[src/rtl/mux_arb_pkg.sv]
// rtl/mux_arb_pkg.sv - shared state encoding and constant helpers for the round-robin mux arbiter
package mux_arb_pkg;

    localparam logic [0:0] IDLE = 1'b0;
    localparam logic [0:0] HOLD = 1'b1;

    function automatic int clog2(input int n);
        int r;
        r = 0;
        for (int v = n - 1; v > 0; v = v >> 1) begin
            r = r + 1;
        end
        return r;
    endfunction

endpackage

[src/rtl/MuxKey.sv]
// rtl/MuxKey.sv - key-indexed lookup mux over packed {key, data} pairs with a default value
module MuxKey #(
    parameter int NR_KEY   = 2,
    parameter int KEY_LEN  = 1,
    parameter int DATA_LEN = 1
) (
    output logic [DATA_LEN-1:0]                  out,
    input  logic [KEY_LEN-1:0]                   key,
    input  logic [DATA_LEN-1:0]                  default_out,
    input  logic [NR_KEY*(KEY_LEN+DATA_LEN)-1:0] lut
);

    localparam int PAIR_LEN = KEY_LEN + DATA_LEN;

    // Pair i holds its key in the upper KEY_LEN bits and its data below.
    always_comb begin
        out = default_out;
        for (int i = 0; i < NR_KEY; i++) begin
            if (lut[i*PAIR_LEN+DATA_LEN +: KEY_LEN] == key) begin
                out = lut[i*PAIR_LEN +: DATA_LEN];
            end
        end
    end

endmodule

[src/rtl/rr_pick.sv]
// rtl/rr_pick.sv - combinational round-robin search starting at ptr, one-hot grant plus index
module rr_pick
    import mux_arb_pkg::*;
#(
    parameter  int NR_REQ  = 4,
    localparam int KEY_LEN = clog2(NR_REQ)
) (
    input  logic [NR_REQ-1:0]  req_valid,
    input  logic [KEY_LEN-1:0] ptr,
    output logic [NR_REQ-1:0]  grant,
    output logic [KEY_LEN-1:0] idx
);

    logic [KEY_LEN-1:0] cand;

    // Walk offsets from farthest to nearest so the closest valid requester to ptr wins;
    // NR_REQ is a power of two, so the KEY_LEN-bit add wraps modulo NR_REQ for free.
    always_comb begin
        grant = '0;
        idx   = '0;
        cand  = '0;
        for (int i = NR_REQ - 1; i >= 0; i--) begin
            cand = ptr + KEY_LEN'(i);
            if (req_valid[cand]) begin
                grant       = '0;
                grant[cand] = 1'b1;
                idx         = cand;
            end
        end
    end

endmodule

[src/rtl/mux_rr_arbiter.sv]
// rtl/mux_rr_arbiter.sv - round-robin arbiter muxing NR_REQ payloads into one registered output
module mux_rr_arbiter
    import mux_arb_pkg::*;
#(
    parameter  int NR_REQ   = 4,
    parameter  int DATA_LEN = 2,
    localparam int KEY_LEN  = clog2(NR_REQ)
) (
    input  logic                       clk,
    input  logic                       rst_n,
    input  logic [NR_REQ-1:0]          req_valid,
    input  logic [NR_REQ*DATA_LEN-1:0] req_data,
    output logic [NR_REQ-1:0]          req_ready,
    output logic                       out_valid,
    output logic [DATA_LEN-1:0]        out_data,
    output logic [KEY_LEN-1:0]         out_sel,
    input  logic                       out_ready
);

    localparam int PAIR_LEN = KEY_LEN + DATA_LEN;

    logic [0:0]                    state;
    logic [KEY_LEN-1:0]            ptr;
    logic [NR_REQ-1:0]             pick_grant;
    logic [KEY_LEN-1:0]            pick_idx;
    logic [DATA_LEN-1:0]           pick_data;
    logic [NR_REQ*PAIR_LEN-1:0]    lut;
    logic                          accept;

    rr_pick #(
        .NR_REQ(NR_REQ)
    ) u_rr_pick (
        .req_valid(req_valid),
        .ptr      (ptr),
        .grant    (pick_grant),
        .idx      (pick_idx)
    );

    for (genvar n = 0; n < NR_REQ; n++) begin : g_lut
        assign lut[n*PAIR_LEN +: PAIR_LEN] = {KEY_LEN'(n), req_data[n*DATA_LEN +: DATA_LEN]};
    end

    MuxKey #(
        .NR_KEY  (NR_REQ),
        .KEY_LEN (KEY_LEN),
        .DATA_LEN(DATA_LEN)
    ) u_mux_key (
        .out        (pick_data),
        .key        (pick_idx),
        .default_out({DATA_LEN{1'b0}}),
        .lut        (lut)
    );

    // rst_n gates accept so no handshake can complete while reset is held.
    assign accept    = rst_n && ((state == IDLE) || out_ready) && (|req_valid);
    assign req_ready = accept ? pick_grant : '0;
    assign out_valid = (state == HOLD);

    always_ff @(posedge clk or negedge rst_n) begin
        if (!rst_n) begin
            state    <= IDLE;
            ptr      <= '0;
            out_data <= '0;
            out_sel  <= '0;
        end else if (accept) begin
            state    <= HOLD;
            out_data <= pick_data;
            out_sel  <= pick_idx;
            ptr      <= pick_idx + KEY_LEN'(1);
        end else if (out_ready) begin
            state    <= IDLE;
        end
    end

endmodule

[config.mk]
export PLATFORM = sky130hd
export DESIGN_NAME = mux_rr_arbiter
export DESIGN_NICKNAME = d
export VERILOG_FILES = /design/src/rtl/mux_arb_pkg.sv /design/src/rtl/MuxKey.sv /design/src/rtl/rr_pick.sv /design/src/rtl/mux_rr_arbiter.sv
export SDC_FILE = /design/constraint.sdc
export NUM_CORES = 1
export LEC_CHECK = 0
export BUFFER_PORTS_ARGS = -buffer_cell sky130_fd_sc_hd__buf_2
export CELL_PAD_IN_SITES_DETAIL_PLACEMENT = 1
export CELL_PAD_IN_SITES_GLOBAL_PLACEMENT = 2
export CORE_MARGIN = 5
export CORE_UTILIZATION = 25
export DETAILED_ROUTE_END_ITERATION = 8
export GPL_TIMING_DRIVEN = 0
export PLACE_DENSITY_LB_ADDON = 0.1
export RECOVER_POWER = 100
export SLEW_MARGIN = 30
export SYNTH_ARGS = -nofsm -noshare
export SYNTH_HDL_FRONTEND = slang
export SYNTH_SLANG_ARGS = --single-unit
[constraint.sdc]
create_clock -name clk -period 7.2 [get_ports clk]
set_clock_uncertainty 0.05 [all_clocks]
set_input_delay 1.44 -clock clk [delete_from_list [all_inputs] [get_ports clk]]
set_output_delay 1.44 -clock clk [all_outputs]
set_load 0.01 [all_outputs]
==> results.sh <==
export IMPL_post_synth_cell_area_avg_sq_um=8.95
export IMPL_clock_fmax_ghz=0.205
export IMPL_synthDistinctLibCells=31
export IMPL_fin_crit_ps=4890
export IMPL_vias=894
export IMPL_synthTopCellsByArea="dfrtp_1, ha_1, o21ai_0, mux2i_1, mux2_4"
export IMPL_criticalPathCategory="register to output pin"
export IMPL_port_buffers=19
export IMPL_ir_drop_uv=131
export IMPL_cts_tree="built"
export IMPL_dieHeight_microns=71.9
export IMPL_cts_buffers=3
export IMPL_setup_worst_path_end_class="output pin"
export IMPL_detail_route_antenna_nets=0
export IMPL_antenna_found_initial=0
export IMPL_cap_violations=0
export IMPL_syn_area_sq_um=957
export IMPL_p_leak_nw=0.481
export IMPL_grt_overflow=0
export IMPL_synth_warnings=0
export IMPL_crit_top_cell="clkbuf_1"
export IMPL_dieArea_sq_um=5170
export IMPL_worstSetupStartpointType="register"
export IMPL_critPathArrivalTime_ps=3400
export IMPL_rows=22
export IMPL_initial_core_util=0.259
export IMPL_final_hold_viol_count=0
export IMPL_wire_per_inst_microns=14.8
export IMPL_drtIter0Drc=17
export IMPL_drv_slew=0
export IMPL_worstPathCellList="clkbuf_1 -> inv_1 -> ha_1 -> mux2i_1 -> mux2_1 -> and3_1 -> nand2_1 -> a41oi_1 -> clkbuf_1"
export IMPL_grt_pass1_vias=953
export IMPL_fin_cells=178
export IMPL_area_growth_pct=17.0
export IMPL_first_pass_iters=4
export IMPL_ys_seq_elements=7
export IMPL_tns_ps=0
export IMPL_slowest_delay_ps=570
export IMPL_p_per_area_nw_per_um2=413
export IMPL_drc=0
export IMPL_cts_max_level=1
export IMPL_grt_total_usage=0.107
export IMPL_synthCells=107
export IMPL_hp_class="register to register"
export IMPL_cp_required_ps=5710
export IMPL_die_x_microns=71.9
export IMPL_avgViaCountPerCell=5.02
export IMPL_setup_viol=0
export IMPL_crit_slowest_cell="dfrtp_1"
export IMPL_clk_path_buf_depth=2
export IMPL_drt_total_wl_microns=2630
export IMPL_yosys_area_top_type="dfrtp_1"
export IMPL_root_buffer="clkbuf_8"
export IMPL_rsz0062_at_grt="false"
export IMPL_cts_resized=0
export IMPL_ctsHoldBuffers=0
export IMPL_crit_path_max_fanout=10
export IMPL_fin_nets=158
export IMPL_worstMarginPinSlew_ps=484
export IMPL_clock_latency_ps=230
export IMPL_rrSetupSlack_ps=3100
export IMPL_postCtsSetupBuffers=0
export IMPL_num_io_pins=24
export IMPL_placed_cells=174
export IMPL_num_antenna_cells=0
export IMPL_synth_fp_nets=134
export IMPL_holdWs_ps=444
export IMPL_drive_above_1_share=0.177
export IMPL_max_slew_margin=0.678
export IMPL_status="complete, no violations"
export IMPL_grt_max_degree=11
export IMPL_seq_area_frac_synth=0.183
export IMPL_dp_hpwl_microns=2150
export IMPL_cts_sinks=7
export IMPL_synth_top_area_share=0.183
export IMPL_grt_pass1_wl_microns=4450
export IMPL_core_area_sq_um=3690
export IMPL_gp_congestion=0.729
export IMPL_power_mw=0.462
export IMPL_clk_pin_slew_ps=40
export IMPL_finalCritPeriodShare=0.679
## cell families after synthesis
logic type	synth area share
muxes	0.208
and+or+nand+nor	0.110
adders and majority gates	0.157
buffers and inverters	0.0837
DFF	0.183
AOI/OAI and AO/OA	0.259
## placed cells by master (no fill, tap or decap), types with 3 or more instances in the layout
cell type / count
clkbuf_1: 13
o211ai_1: 6
nor2_1: 7
buf_2: 10
inv_1: 7
a41oi_1: 4
dfrtp_1: 7
ha_1: 12
nand2_1: 10
mux2_4: 3
a21oi_1: 7
clkbuf_8: 3
mux2i_1: 6
o21ai_0: 13
## cells in the mapped netlist (all sizes together)
master / count
a21boi: 1
a21oi: 7
a22oi: 1
a41oi: 4
and3: 1
buf: 3
clkbuf: 4
dfrtp: 7
ha: 12
inv: 7
mux2: 5
mux2i: 7
mux4: 2
nand2: 10
nand2b: 1
nand3b: 2
nor2: 7
nor2b: 2
o211ai: 6
o21a: 2
o21ai: 13
o22ai: 1
o32ai: 1
o41ai: 1
## registers in the layout, summed over array words and instances, names as in the netlist
register / flops
out_valid: 1
out_data: 2
ptr: 2
out_sel: 2
## report_power, final
part           switching (mW)  leakage (nW)  total [mW]  internal [mW]
logic                   0.190         0.378       0.328          0.138
clock network          0.0180        0.0228      0.0564         0.0384
registers              0.0204        0.0808      0.0775         0.0571
total                   0.228         0.481       0.462          0.234
## critical path: cells and delay by family (launching register included)
family,cells,cell delay (ps)
simple gates,2,350
compound gates,1,220
mux,2,620
buf+inv,3,880
fa+ha+maj,1,500
flops,1,570
## per-stage QoR
stage	worst slack [ps]	instance area, sq um	util
floorplan	3000	957	-
global placement	2630	1110	0.302
detailed placement	2580	1110	0.302
CTS	2580	1160	0.314
global route	2030	1120	0.304
finish	2310	1120	0.304
## cell type report
class / count / area (sq um)
inverters: 7 / 26.3
plain buffers: 7 / 42.5
fillers: 484 / 2570
well taps: 48 / 60.1
clock buffers: 4 / 45.0
repair buffers: 19 / 83.8
flip-flops and latches: 7 / 175
multi-input cells: 86 / 687
## path summary, 6_finish.rpt
| check | startpoint | to | cells after the start |
|---|---|---|---|
| worst max-delay path | ptr[0]$_DFFE_PN0P_ | req_ready[1] | 9 |
| worst min register to register | out_data[1]$_DFFE_PN0P_ | out_data[1]$_DFFE_PN0P_ | 1 |
| min in group asynchronous | rst_n | out_data[0]$_DFFE_PN0P_ | 1 |
| worst max register to register | ptr[0]$_DFFE_PN0P_ | out_data[1]$_DFFE_PN0P_ | 13 |
| max in group asynchronous | rst_n | out_valid$_DFFE_PN0P_ | 1 |
| worst min-delay path | out_data[1]$_DFFE_PN0P_ | out_data[1]$_DFFE_PN0P_ | 1 |
## layer usage
metal,up-vias,part of all wire,global-route usage
met1,438,0.42,0.128
met2,18,0.54,0.198
met4,0,0.0065,0.0251
li1,436,-,-
met3,2,0.035,0.0168
met5,-,0,0
Power figures use the tool's default switching activity.
